File: config.mk
export PLATFORM = sky130hd
export DESIGN_NAME = core_run_controller
export DESIGN_NICKNAME = d
export VERILOG_FILES = /design/src/rtl/core_run_controller.sv
export SDC_FILE = /design/constraint.sdc
export NUM_CORES = 1
export LEC_CHECK = 0
export ABC_AREA = 1
export CAP_MARGIN = 20
export CORE_MARGIN = 1
export CORE_UTILIZATION = 30
export DETAILED_ROUTE_END_ITERATION = 8
export MAX_ROUTING_LAYER = met4
export PLACE_DENSITY = 0.51
export SYNTH_ARGS = -nofsm -noshare
export SYNTH_HDL_FRONTEND = slang
export SYNTH_SLANG_ARGS = --single-unit
File: constraint.sdc
create_clock -name clk -period 4.15 [get_ports clk]
set_input_delay 1.0375 -clock clk [delete_from_list [all_inputs] [get_ports clk]]
set_output_delay 1.0375 -clock clk [all_outputs]
set_load 0.05 [all_outputs]
File: src/rtl/core_run_controller.sv
// core_run_controller
//   Sequences execution of the core: owns the core/counter enable and offers
//   free run, N-cycle step and single PC breakpoint with step-past-on-resume.
//
//   Ports
//     clk, rst      core clock, asynchronous active-high reset
//     resume        raw resume button level (asynchronous to clk)
//     step_mode     1: resume starts an N-cycle step, 0: resume starts free run
//     step_count    N for step mode, sampled only on an accepted resume pulse
//     bp_en, bp_pc  breakpoint enable and address
//     pc            current core PC
//     halt          core halt request (syscall), combinational
//     en            core / counter enable, combinational
//     state         0 IDLE, 1 RUN, 2 STEP, 3 HALTED
//     stop_cause    0 NONE, 1 SYSCALL, 2 BREAKPOINT, 3 STEP_DONE
//     run_cycles    saturating count of cycles with en=1
module core_run_controller #(
    parameter int PcBit   = 32,
    parameter int StepBit = 16,
    parameter int CycBit  = 32
) (
    input  logic               clk,
    input  logic               rst,
    input  logic               resume,
    input  logic               step_mode,
    input  logic [StepBit-1:0] step_count,
    input  logic               bp_en,
    input  logic [PcBit-1:0]   bp_pc,
    input  logic [PcBit-1:0]   pc,
    input  logic               halt,
    output logic               en,
    output logic [1:0]         state,
    output logic [1:0]         stop_cause,
    output logic [CycBit-1:0]  run_cycles
);

    typedef enum logic [1:0] {
        IDLE   = 2'd0,
        RUN    = 2'd1,
        STEP   = 2'd2,
        HALTED = 2'd3
    } state_t;

    localparam logic [1:0] CAUSE_NONE      = 2'd0;
    localparam logic [1:0] CAUSE_SYSCALL   = 2'd1;
    localparam logic [1:0] CAUSE_BREAKPT   = 2'd2;
    localparam logic [1:0] CAUSE_STEP_DONE = 2'd3;

    localparam logic [StepBit-1:0] STEP_ONE = {{(StepBit-1){1'b0}}, 1'b1};
    localparam logic [CycBit-1:0]  CYC_ONE  = {{(CycBit-1){1'b0}}, 1'b1};

    function automatic logic [CycBit-1:0] sat_inc(input logic [CycBit-1:0] v);
        return (&v) ? v : v + CYC_ONE;
    endfunction

    state_t             cur_state;
    logic [1:0]         cause;
    logic [StepBit-1:0] step_cnt;
    logic               bp_skip;
    logic [CycBit-1:0]  cyc_cnt;
    logic               res_p0, res_p1, res_p2;
    logic               res_pulse;
    logic               bp_hit;
    logic               stop;
    logic               resume_bp;

    // resume synchroniser: two flops for metastability, third for edge detect
    always_ff @(posedge clk or posedge rst) begin
        if (rst) begin
            res_p0 <= 1'b0;
            res_p1 <= 1'b0;
            res_p2 <= 1'b0;
        end else begin
            res_p0 <= resume;
            res_p1 <= res_p0;
            res_p2 <= res_p1;
        end
    end

    assign res_pulse = res_p1 & ~res_p2;

    // bp_skip suppresses the breakpoint that caused the halt so resume can
    // execute that instruction once; it re-arms on the first enabled cycle.
    assign bp_hit    = bp_en && (pc == bp_pc) && !bp_skip;
    assign stop      = halt || bp_hit;
    assign en        = ((cur_state == RUN) || (cur_state == STEP)) && !stop;
    assign resume_bp = (cur_state == HALTED) && (cause == CAUSE_BREAKPT);

    always_ff @(posedge clk or posedge rst) begin
        if (rst) begin
            cur_state <= IDLE;
            cause     <= CAUSE_NONE;
            step_cnt  <= '0;
            bp_skip   <= 1'b0;
        end else begin
            case (cur_state)
                IDLE, HALTED: begin
                    if (res_pulse) begin
                        if (!step_mode) begin
                            cur_state <= RUN;
                            cause     <= CAUSE_NONE;
                            bp_skip   <= resume_bp;
                        end else if (step_count != '0) begin
                            cur_state <= STEP;
                            cause     <= CAUSE_NONE;
                            step_cnt  <= step_count;
                            bp_skip   <= resume_bp;
                        end
                    end
                end
                RUN: begin
                    if (halt) begin
                        cur_state <= HALTED;
                        cause     <= CAUSE_SYSCALL;
                    end else if (bp_hit) begin
                        cur_state <= HALTED;
                        cause     <= CAUSE_BREAKPT;
                    end else begin
                        bp_skip <= 1'b0;
                    end
                end
                STEP: begin
                    if (halt) begin
                        cur_state <= HALTED;
                        cause     <= CAUSE_SYSCALL;
                    end else if (bp_hit) begin
                        cur_state <= HALTED;
                        cause     <= CAUSE_BREAKPT;
                    end else begin
                        bp_skip  <= 1'b0;
                        step_cnt <= step_cnt - STEP_ONE;
                        if (step_cnt == STEP_ONE) begin
                            cur_state <= HALTED;
                            cause     <= CAUSE_STEP_DONE;
                        end
                    end
                end
                default: begin
                    cur_state <= IDLE;
                end
            endcase
        end
    end

    always_ff @(posedge clk or posedge rst) begin
        if (rst) begin
            cyc_cnt <= '0;
        end else if (en) begin
            cyc_cnt <= sat_inc(cyc_cnt);
        end
    end

    assign state      = cur_state;
    assign stop_cause = cause;
    assign run_cycles = cyc_cnt;

endmodule

### After elaboration in Yosys (flattened, before gate mapping)

Index checks and enable logic that the tools add are counted.

* bitwise logic cells: 3
* add/sub/neg operators: 2
* equal/unequal tests: 16
* divide/modulo/power cells: 0
* $lt $le $gt $ge: 0
* shifts and indexed selects: 0
* reduce and logical (&&, ||, !) cells: 18
* multipliers: 0
* multiplexer cells: 29

Operator list (number)
* 2-to-1 mux 16 bit: 5
* adder 32 x 1 -> 32 bit (second input constant): 1
* equality test 32 bit: 1
* case mux 16 bit (2 select lines): 1
* AND reduction 32 bit: 1
* 2-to-1 mux 2 bit: 15
* equality test 16 x 1 -> 1 bit (second input constant): 1
* nonzero test 16 bit: 1
* subtractor 16 x 1 -> 16 bit (second input constant): 1
* inequality test 2 bit (second input constant): 7
* case mux 2 bit (3 select lines): 2
* AND reduction 4 bit: 2
* equality test 2 bit (second input constant): 3
* inequality test 3 bit (second input constant): 2
* AND reduction 6 bit: 1
* 2-to-1 mux 1 bit: 5
* logical AND 1 bit: 4
* inequality test 4 x 3 -> 1 bit (second input constant): 1
* OR reduction 2 bit: 2
* equality test 2 x 1 -> 1 bit (second input constant): 1
* zero test 1 bit: 2
* zero test 2 bit: 1
* logical OR 1 bit: 2
* NOT 1 bit: 2
* 4 further kinds: 4

* flip-flop bits (word level): 56
* RAM bits: 0
* memories: 0
* bits in read-only memories: 0
* bits of input ports: 86
* bits in latches: 0

### Depth between registers and ports, before layout

* depth in word-level cells: 7
* depth in mapped cells: 15
* gate-level depth less buffers: 14

### Worst setup path before layout

Ideal clock, no wire load.

* kind: input to output
* from: in bp_pc[15]
* to: out en
* arrival time: 2.156 ns
* buffers on the path: 1
* stages: 8
* path slack: 0.957 ns
* required time: 3.113 ns
* cells stage by stage: inv_1 or2_2 nand4_1 nor2_1 nand3_1 nand2_2 nor2_4 buf_2

* word-level cells in the longest chain between the ends: 6

RTL lines
* start: declaration: RTL line 28 `input logic [PcBit-1:0] bp_pc,`
* equality test 32 bit: RTL line 84 `assign bp_hit = bp_en && (pc == bp_pc) && !bp_skip;`
* logical AND 1 bit (2 in series): RTL line 84
* logical OR 1 bit: RTL line 85 `assign stop = halt || bp_hit;`
* zero test 1 bit: RTL line 86 `assign en = ((cur_state == RUN) || (cur_state == STEP)) && !stop;`
* logical AND 1 bit: RTL line 86
* end: declaration: RTL line 31 `output logic en,`

No other way between the ends.

### Worst setup path in the final report

* from: in bp_pc[31]
* to: out en

The elaborated chain is that of the path after synthesis.

==> summary.txt <==
Antenna Nets Post-Route: 0
Via-per-instance ratio: 4.65
Power per cell area: 447 nW/um^2
Worst r2r path cells: 9
Post-synth design cell area: 4330 sq um
Number of port buffers: 122
Setup Skew: 0.0141 ns
Final Max Tran Viols: 0
H-tree levels: 2
Initial antenna violation count: 0
Outcome: finished, final reports clean
Reg2Reg Capture Point: step_cnt[15]
Hold Vio Cnt, Final: 0
Ant diodes: 0
Mean Syn Cell Area: 6.50 sq um
Congestion Overflow GR: 0
1st-pass router iterations: 4
Sequential cell area fraction in the yosys report: 32.4%
Actual slew at the worst max-slew pin: 0.749 ns
Async set-reset flop share out of synthesis: 100%
Leak: 2.89 nW
Vias: 4,472
#FFs+latches synth: 56
WP buf/inv: 4
GRT Resource Usage Total: 18.9%
Post-CTS Setup Bufs: 0
Slowest Stage Delay on Critical Path: 0.48 ns
CP startpoint kind: primary input
FMAX: 279 MHz
Filler instances: 1,511
Core Area: 14,000 sq um
Peak VDD IR: 0.254 mV
Top cell types by occurrence after synthesis: nand2_1 (241), inv_1 (81), nand3_1 (67)
Fin cells: 962
Synth area leaders: dfrtp_1 (32%), nand2_1 (21%), nand3_1 (7.8%)
Post-Route Hold Slack: 0.353 ns
Root Buffer Master: clkbuf_16
Vias in the first global route: 4,366
HP Class: register to register
First-iteration detailed-routing DRC count: 211
Post-synth EDFFs: 0
Drt wl/cell: 13.7 um
Top-count cell post-synth: nand2_1
Gate Count Post-Synth: 666
Hold buffer count at cts: 0
Synth Net Count: 758
Final HPWL DP: 10,200 um
Arr. time, crit path: 2.54 ns
Nets: 874
Placement-stage cell area: 5710 sq um
CP Cell Sequence: clkdlybuf4s50_1, inv_1, nand2_1, nand2_1, inv_1, nand2_1, nor2_1, nand2_1, nor2_1, nand3_1, nand2_2, nor2_4, buf_12
Critical path's most frequent cell: nand2_1
# setup viols final: 0
Initial core utilization: 30.9%
Largest net degree at the start of global routing: 35
Critical path peak fanout: 3
Worst slew margin: 50.0%
Cell Rows: 43
TritonCTS clock tree: done
FF-to-FF Start: state[0]
Crit path kind: primary input to primary output
Main synth FF type: dfrtp_1
First-pass GRT wire length: 21,600 um
Die Area: 14,900 sq um
CTS sink count: 56
RSZ-0062 raised after global routing: false
Top delay family on crit path: simple AND/OR/NAND/NOR gates
Largest area contributor in the netlist: dfrtp_1
GPL Wtd Cong: 0.866
Worst Path Required: 3.11 ns
Unique masters post-synth: 37
HP Start: res_p0
Die Width: 122 um
Number of gates resized after cts: 0
Min-Delay Endpoint: res_p1
Synth warn: 0
Clk pin slew, worst setup/hold paths: 0.07 ns
Fin crit period: 3.58 ns
Hold path depth: 0
Critical Path Sink Type: primary output
Crit share post-route: 86.2%
Drt drc: 0
Max_cap viols: 0
Final Routed Wirelength: 13,100 um
Final core utilization: 41.8%
Layout cell share with drive strength beyond 1: 3.58%
I/O Pins: 123
Cts bufs inserted: 5
Worst skew pair latency: 0.31 ns
Critical path's slowest cell: clkdlybuf4s50_1
R2r setup slk: 1.57 ns
Dpl cells: 955
Post-synth top area share: 32.4%
Clock buffer depth: 2
Final Instance Area: 5840 sq um
Setup TNS Final: 0 ns
Die H: 122 um
Area delta synth->final: 35.0%
registers in the layout, indices dropped and copies added (netlist names):
signal,count
res_p0,1
res_p2,1
bp_skip,1
run_cycles,32
stop_cause,2
state,2
step_cnt,16
res_p1,1
cells in the final DEF (no fill, tap or decap), types with 3 or more instances in the layout:
| cell type | n |
|---|---|
| inv_2 | 3 |
| nor3_1 | 12 |
| dfrtp_1 | 56 |
| nor2_1 | 62 |
| buf_4 | 4 |
| a31oi_1 | 3 |
| xor2_1 | 28 |
| nand3_1 | 67 |
| and3_1 | 3 |
| xnor2_1 | 16 |
| o21ai_0 | 21 |
| nor4_1 | 6 |
| a21oi_1 | 6 |
| nand4_1 | 16 |
| ha_1 | 6 |
| nand2_1 | 241 |
| inv_1 | 80 |
| clkbuf_16 | 5 |
| clkdlybuf4s50_1 | 121 |
area by class of cell:
cell class                      instances  area [sq um]  area share, %
Tap cell                              180           225           3.86
Clock inverter                          1          5.00         0.0857
Sequential cell                        56          1400           24.0
Multi-Input combinational cell        510          2510           42.9
Timing Repair Buffer                  126          1260           21.6
Inverter                               83           312           5.33
Clock buffer                            6           129           2.21
worst max-delay path by stage:
stage / startpoint / to / slack, ns / depth (start not counted)
final: bp_pc[31] / en / 0.57 / 13
after CTS: bp_pc[31] / en / 0.55 / 13
after global routing: pc[31] / en / 0.39 / 11
after floorplan: bp_pc[15] / en / 0.96 / 8
after global placement: pc[23] / en / 0.57 / 13
after detailed placement: bp_pc[31] / en / 0.56 / 13
logic make-up (layout without fill, tap and decap cells):
logic type               after synthesis  after routing  synth area share [%]
multiplexers                           1              1                 0.260
buffers and inverters                100            216                  9.63
AND/OR/NAND/NOR                      425            425                  42.9
XOR/XNOR                              44             44                  8.91
adder cells (fa/ha/maj)                6              6                  1.74
AO/OA/AOI/OAI                         34             34                  4.22
flip-flops                            56             56                  32.4
report_power, final:
part	switching, W	internal [W]	leakage (nW)
Sequential	0.000130	0.000665	0.741
Combinational	0.000917	0.000475	2.08
Clock	0.000203	0.000221	0.0667
stage by stage:
stage / worst slack, ns / total power (W)
2_1_floorplan: 0.957 / 0.00183
3_3_place_gp: 0.574 / 0.00219
3_5_place_dp: 0.562 / 0.00220
4_1_cts: 0.550 / 0.00264
5_1_grt: 0.391 / 0.00285
6_report: 0.571 / 0.00261
layer usage:
metal	part of all wire [%]	track usage, %	wire, um	vias up
met1	46	23.0	5990	2036
met3	3.8	3.18	503	12
met4	1.2	4.88	163	0
met5	0	-	0	-
li1	-	-	-	2323
met2	49	32.4	6480	101
(Power assumes the default switching activity.)
